--- src/rtl/mips_seq_ctrl.sv ---
// Multi-cycle MIPS instruction sequencer with PC-unit setup/start/finish handshake.
// Optional handshake watchdog is compiled in when SEQ_TIMEOUT_EN is defined.
module mips_seq_ctrl #(
    parameter int unsigned TIMEOUT_CYCLES = 15
) (
    input  logic        clk,
    input  logic        reset_n,
    input  logic        run,
    input  logic        step,
    input  logic [5:0]  opcode,
    input  logic        alu_zero,
    output logic        imem_req,
    input  logic        imem_ack,
    output logic        ir_load,
    output logic        dmem_req,
    output logic        dmem_we,
    input  logic        dmem_ack,
    output logic        rf_we,
    output logic        pc_reset,
    output logic        pc_jump,
    output logic        pc_beq,
    output logic        pc_start,
    input  logic        pc_finish,
    output logic [3:0]  state,
    output logic        busy,
    output logic [31:0] instr_count,
    output logic        error
);

    typedef enum logic [3:0] {
        ST_RST_PC  = 4'd0,
        ST_IDLE    = 4'd1,
        ST_FETCH   = 4'd2,
        ST_DECODE  = 4'd3,
        ST_EXEC    = 4'd4,
        ST_MEM     = 4'd5,
        ST_WB      = 4'd6,
        ST_PC_SET  = 4'd7,
        ST_PC_GO   = 4'd8,
        ST_PC_WAIT = 4'd9
    } state_t;

    typedef enum logic [1:0] {
        OP_ALU,
        OP_LW,
        OP_SW,
        OP_BEQ
    } op_class_t;

    localparam logic [5:0] OPC_RTYPE = 6'b000000;
    localparam logic [5:0] OPC_ADDI  = 6'b001000;
    localparam logic [5:0] OPC_LW    = 6'b100011;
    localparam logic [5:0] OPC_SW    = 6'b101011;
    localparam logic [5:0] OPC_BEQ   = 6'b000100;
    localparam logic [5:0] OPC_J     = 6'b000010;

    state_t      state_q;
    op_class_t   op_q;
    logic        rst_pend_q;
    logic        imem_req_q;
    logic        dmem_req_q;
    logic        dmem_we_q;
    logic        rf_we_q;
    logic        pc_reset_q;
    logic        pc_jump_q;
    logic        pc_beq_q;
    logic        pc_start_q;
    logic [31:0] instr_count_q;
    logic        error_q;
    logic        timeout;

`ifdef SEQ_TIMEOUT_EN
    localparam int unsigned WAIT_W = $clog2(TIMEOUT_CYCLES + 1);

    logic [WAIT_W-1:0] wait_cnt_q;
    logic              in_wait;
    logic              wait_done;

    always_comb begin
        in_wait   = (state_q == ST_FETCH) || (state_q == ST_MEM) || (state_q == ST_PC_WAIT);
        wait_done = ((state_q == ST_FETCH)   && imem_ack)
                 || ((state_q == ST_MEM)     && dmem_ack)
                 || ((state_q == ST_PC_WAIT) && pc_finish);
        timeout   = in_wait && !wait_done && (wait_cnt_q == WAIT_W'(TIMEOUT_CYCLES - 1));
    end

    // Counts completed wait cycles of the current handshake; restarts on every ack.
    always_ff @(posedge clk or negedge reset_n) begin
        if (!reset_n) begin
            wait_cnt_q <= '0;
        end else if (!in_wait || wait_done || timeout) begin
            wait_cnt_q <= '0;
        end else begin
            wait_cnt_q <= wait_cnt_q + 1'b1;
        end
    end
`else
    assign timeout = 1'b0;
`endif

    // NOTE: registered outputs are assigned on the transition into the state
    // they belong to, so they line up with state_q in the same cycle.
    always_ff @(posedge clk or negedge reset_n) begin
        if (!reset_n) begin
            state_q       <= ST_RST_PC;
            op_q          <= OP_ALU;
            rst_pend_q    <= 1'b1;
            imem_req_q    <= 1'b0;
            dmem_req_q    <= 1'b0;
            dmem_we_q     <= 1'b0;
            rf_we_q       <= 1'b0;
            pc_reset_q    <= 1'b1;
            pc_jump_q     <= 1'b0;
            pc_beq_q      <= 1'b0;
            pc_start_q    <= 1'b0;
            instr_count_q <= '0;
            error_q       <= 1'b0;
        end else if (timeout) begin
            state_q    <= ST_IDLE;
            error_q    <= 1'b1;
            imem_req_q <= 1'b0;
            dmem_req_q <= 1'b0;
            dmem_we_q  <= 1'b0;
            rf_we_q    <= 1'b0;
            pc_reset_q <= 1'b0;
            pc_jump_q  <= 1'b0;
            pc_beq_q   <= 1'b0;
            pc_start_q <= 1'b0;
        end else begin
            unique case (state_q)
                ST_RST_PC: state_q <= ST_PC_SET;
                ST_IDLE: begin
                    if (!error_q && (run || step)) begin
                        state_q    <= ST_FETCH;
                        imem_req_q <= 1'b1;
                    end
                end
                ST_FETCH: begin
                    if (imem_ack) begin
                        state_q    <= ST_DECODE;
                        imem_req_q <= 1'b0;
                    end
                end
                ST_DECODE: begin
                    case (opcode)
                        OPC_RTYPE, OPC_ADDI: begin op_q <= OP_ALU; state_q <= ST_EXEC; end
                        OPC_LW:              begin op_q <= OP_LW;  state_q <= ST_EXEC; end
                        OPC_SW:              begin op_q <= OP_SW;  state_q <= ST_EXEC; end
                        OPC_BEQ:             begin op_q <= OP_BEQ; state_q <= ST_EXEC; end
                        OPC_J: begin
                            pc_jump_q <= 1'b1;
                            state_q   <= ST_PC_SET;
                        end
                        default:             state_q <= ST_PC_SET;
                    endcase
                end
                ST_EXEC: begin
                    unique case (op_q)
                        OP_BEQ: begin
                            pc_beq_q <= alu_zero;
                            state_q  <= ST_PC_SET;
                        end
                        OP_LW, OP_SW: begin
                            dmem_req_q <= 1'b1;
                            dmem_we_q  <= (op_q == OP_SW);
                            state_q    <= ST_MEM;
                        end
                        default: begin
                            rf_we_q <= 1'b1;
                            state_q <= ST_WB;
                        end
                    endcase
                end
                ST_MEM: begin
                    if (dmem_ack) begin
                        dmem_req_q <= 1'b0;
                        dmem_we_q  <= 1'b0;
                        rf_we_q    <= (op_q == OP_LW);
                        state_q    <= (op_q == OP_LW) ? ST_WB : ST_PC_SET;
                    end
                end
                ST_WB: begin
                    rf_we_q <= 1'b0;
                    state_q <= ST_PC_SET;
                end
                ST_PC_SET: begin
                    pc_start_q <= 1'b1;
                    state_q    <= ST_PC_GO;
                end
                ST_PC_GO: begin
                    pc_start_q <= 1'b0;
                    state_q    <= ST_PC_WAIT;
                end
                ST_PC_WAIT: begin
                    if (pc_finish) begin
                        pc_reset_q <= 1'b0;
                        pc_jump_q  <= 1'b0;
                        pc_beq_q   <= 1'b0;
                        if (rst_pend_q) begin
                            rst_pend_q <= 1'b0;
                            state_q    <= ST_IDLE;
                        end else begin
                            instr_count_q <= instr_count_q + 32'd1;
                            if (run) begin
                                imem_req_q <= 1'b1;
                                state_q    <= ST_FETCH;
                            end else begin
                                state_q    <= ST_IDLE;
                            end
                        end
                    end
                end
                default: state_q <= ST_IDLE;
            endcase
        end
    end

    assign state       = state_q;
    assign busy        = (state_q != ST_IDLE);
    assign ir_load     = imem_req_q & imem_ack;
    assign imem_req    = imem_req_q;
    assign dmem_req    = dmem_req_q;
    assign dmem_we     = dmem_we_q;
    assign rf_we       = rf_we_q;
    assign pc_reset    = pc_reset_q;
    assign pc_jump     = pc_jump_q;
    assign pc_beq      = pc_beq_q;
    assign pc_start    = pc_start_q;
    assign instr_count = instr_count_q;
    assign error       = error_q;

endmodule

--- config.mk ---
export PLATFORM = sky130hd
export DESIGN_NAME = mips_seq_ctrl
export DESIGN_NICKNAME = d
export VERILOG_FILES = /design/src/rtl/mips_seq_ctrl.sv
export SDC_FILE = /design/constraint.sdc
export NUM_CORES = 1
export LEC_CHECK = 0
export CORE_MARGIN = 3
export CORE_UTILIZATION = 25
export CTS_CLUSTER_DIAMETER = 200
export DETAILED_ROUTE_END_ITERATION = 16
export PLACE_DENSITY_LB_ADDON = 0.25
export SLEW_MARGIN = 20
export SYNTH_ARGS = -nofsm -noshare
export SYNTH_HDL_FRONTEND = slang
export SYNTH_SLANG_ARGS = --single-unit
--- constraint.sdc ---
create_clock -name clk -period 1.7 [get_ports clk]
set_input_delay 0.51 -clock clk [delete_from_list [all_inputs] [get_ports clk]]
set_output_delay 0.51 -clock clk [all_outputs]
set_load 0.02 [all_outputs]
==> metrics.cfg <==
[layout]
finalNetCount = 382
drive_above_1_share = 0.275
antenna_cells = 0
fin_area_sq_um = 3900
syn2layout_area_growth_pct = 50.9
final_core_util = 0.394

[routing]
via_count = 2309
antenna_left = 0
wl_mm = 7.02
vias_per_cell = 4.65
drt_first_iter_violations = 84
wl_per_cell_um = 14.1
post-route-drc-count = 0
firstDrtPassIters = 4

[placement]
dp.final_hpwl_mm = 5.10
port_buffers = 59
gp_congestion = 0.800
place_area_sq_um = 3580

[run]
drv_cap = 0

[power]
p_per_area_nw_per_um2 = 1060
switchingPower_mw = 1.51
internal-power_mw = 2.62
irDropWorstVdd_mv = 0.533
p_sw_frac = 0.366
p_seq_frac = 0.329
p_leak_nw = 2.12
p_clk_frac = 0.200
combPwrFrac = 0.471
finalPower_mw = 4.13

[yosys]
netlist_area_sq_um = 2580
syn_nets = 275
synth_edf_count = 0
ys.flop_type = dfrtp_1
netlist_instances = 256
ys_seq_area_frac = 0.446
async_flop_share = 1.00
yosys_warnings = 0
ys_ff_latch = 46
post_synth.cell_area_avg_sq_um = 10.1
synth.distinct_cells = 54

[grt]
grt_pass1_vias = 2263
antenna_found_initial = 0
grt_start_max_net_pins = 47
grtUsageTotal = 0.122
grt_pass1_wl_mm = 11.2
overflow = 0

[die]
rows = 36
boundaryPins = 61
die_y_um = 108
coreArea_sq_um = 9910
die_area_sq_um = 11600
start_util = 0.261
dieWidth_um = 108

[critical_path]
cp_cell_sequence = buf_6, and4bb_4, nand4_4, buf_6, nor4_4, xor2_1
ff2ff_path_depth = 6
crit_top_cell = buf_6
critical_path_class = flip-flop to flip-flop
crit_slowest_cell = dfrtp_1
critPathLaunchType = flip-flop
cp-end-kind = flip-flop
critPathMaxFanout = 6
required_ps = 1930
cp.arrival_ps = 1940
slowest_delay_ps = 400

[sta]
fmax_mhz = 584
min_period_ps = 1710
setup_ws_ps = -12.8
fin_crit_sh = 1.01
drv_slew = 0
finalHoldViolCount = 0
clock_skew_ps = 9.99
rsz0062_at_grt = yes
setup_viol = 1
finalSetupTns_ps = -12.8

[clock_tree]
cts_tree = built
cts_max_path_buffers = 2
htreeDepth = 2
path_clk_slew_ps = 90
numCtsBuffers = 5
cts.sinks = 46
root_buffer = clkbuf_8
clkLatencyLatePin_ps = 300

[status]
violations = negative setup slack
status = complete, but fails checks

[worst_hold_path]
hp-class = input port to async pin

-- synthesized netlist by cell type (3+ instances only) --
| cell type | instances | area share |
|---|---|---|
| a22oi_1 | 3 | 0.0087 |
| nand4_1 | 8 | 0.019 |
| xor2_1 | 22 | 0.075 |
| nor3_1 | 9 | 0.017 |
| nand3_1 | 10 | 0.019 |
| o21ai_0 | 8 | 0.015 |
| ha_1 | 5 | 0.024 |
| dfrtp_1 | 45 | 0.44 |
| xnor2_1 | 9 | 0.031 |
| nand2_1 | 18 | 0.026 |
| clkbuf_1 | 3 | 0.0044 |
| nor2_1 | 10 | 0.015 |
| and4_1 | 6 | 0.020 |
| buf_2 | 4 | 0.0077 |
| inv_1 | 15 | 0.022 |
| and2_1 | 8 | 0.019 |
| a31oi_1 | 3 | 0.0073 |
| nor2b_1 | 5 | 0.012 |
| and3_1 | 10 | 0.024 |
| a21oi_1 | 7 | 0.014 |
| nor4_1 | 6 | 0.015 |
-- cells in the final DEF, fill, tap and decap left out, types with 7 or more instances in the layout --
master         instances
buf_4                 49
dfrtp_1               44
dlygate4sd2_1         41
xor2_1                22
nand2_1               18
inv_1                 15
nand3_1               10
and3_1                 9
xnor2_1                9
nor2_1                 8
nand4_1                8
o21ai_0                8
nor3_2                 7
a21oi_1                7
and2_1                 7
-- through the flow --
stage / instances / worst slack, ps / hold WS [ps]
final: 497 / -12.8 / 156
after floorplan: 256 / 35.8 / 214
after CTS: 488 / -71.5 / 186
after global placement: 476 / -532 / 481
after global routing: 497 / -118 / 192
after detailed placement: 476 / -522 / 483
-- final cells by class --
cell class | count | area, sq um
Clock buffer | 5 | 68.8
Tap cell | 133 | 166
Timing Repair Buffer | 114 | 995
Inverter | 15 | 56.3
Sequential cell | 46 | 1150
Clock inverter | 3 | 45.0
Multi-Input combinational cell | 181 | 1420
Fill cell | 1031 | 6010
-- power by group through the flow --
stage               Combinational [mW]  Sequential [mW]  Clock (mW)
finish                            1.95             1.36       0.827
global route                      2.13             1.38       0.913
CTS                               1.91             1.36       0.863
detailed placement                1.93             1.39           0
global placement                  1.91             1.39           0
floorplan                        0.829             1.57           0
-- state kept, by name, indices dropped and copies added, names as in the netlist --
name and count:
rf_we 1, imem_req 1, pc_beq 1, instr_count 32
state 4, pc_start 1, pc_jump 1, pc_reset 1
dmem_req 1, dmem_we 1, op_q 2
-- critical path: cells and delay by family (launching register included) --
family	cells	cell delay [ps]
simple gates	3	790
buf+inv	2	300
xor+xnor	1	160
flops	1	400
-- timing repair --
action                                  in CTS  in global routing
endpoints found under the setup margin      59                 30
hold buffers                                 0                  0
pin swaps                                    2                 16
resized for setup                           67                 30
setup buffers                                4                  9
-- worst paths after layout --
kind	from	end	slack [ps]
max	state[2]	instr_count[19]	-10
min	reset_n	dmem_we	160
max reg2reg	state[2]	instr_count[19]	-10
min reg2reg	instr_count[16]	instr_count[16]	490
min in group clk	instr_count[16]	instr_count[16]	490
max in group asynchronous	reset_n	pc_reset	1230
-- logic make-up (layout without fill, tap and decap cells) --
kind of cell               count (synthesis)  after routing  share of synthesized area
AOI/OAI and AO/OA                         37             37                     0.0998
xor gates and xnor gates                  31             31                      0.105
adders and majority gates                  5              5                     0.0242
buffers and inverters                     29            137                     0.0533
DFF                                       46             46                      0.446
muxes                                      3              3                     0.0126
other                                      1              1                    0.00145
and+or+nand+nor                          104            104                      0.258
-- per-layer routing --
layer,track usage,part of all wire
met4,0.0298,0.014
met5,0,0
met1,0.167,0.46
met2,0.195,0.48
met3,0.0288,0.044
No activity file was read; power rests on OpenSTA's default activity.
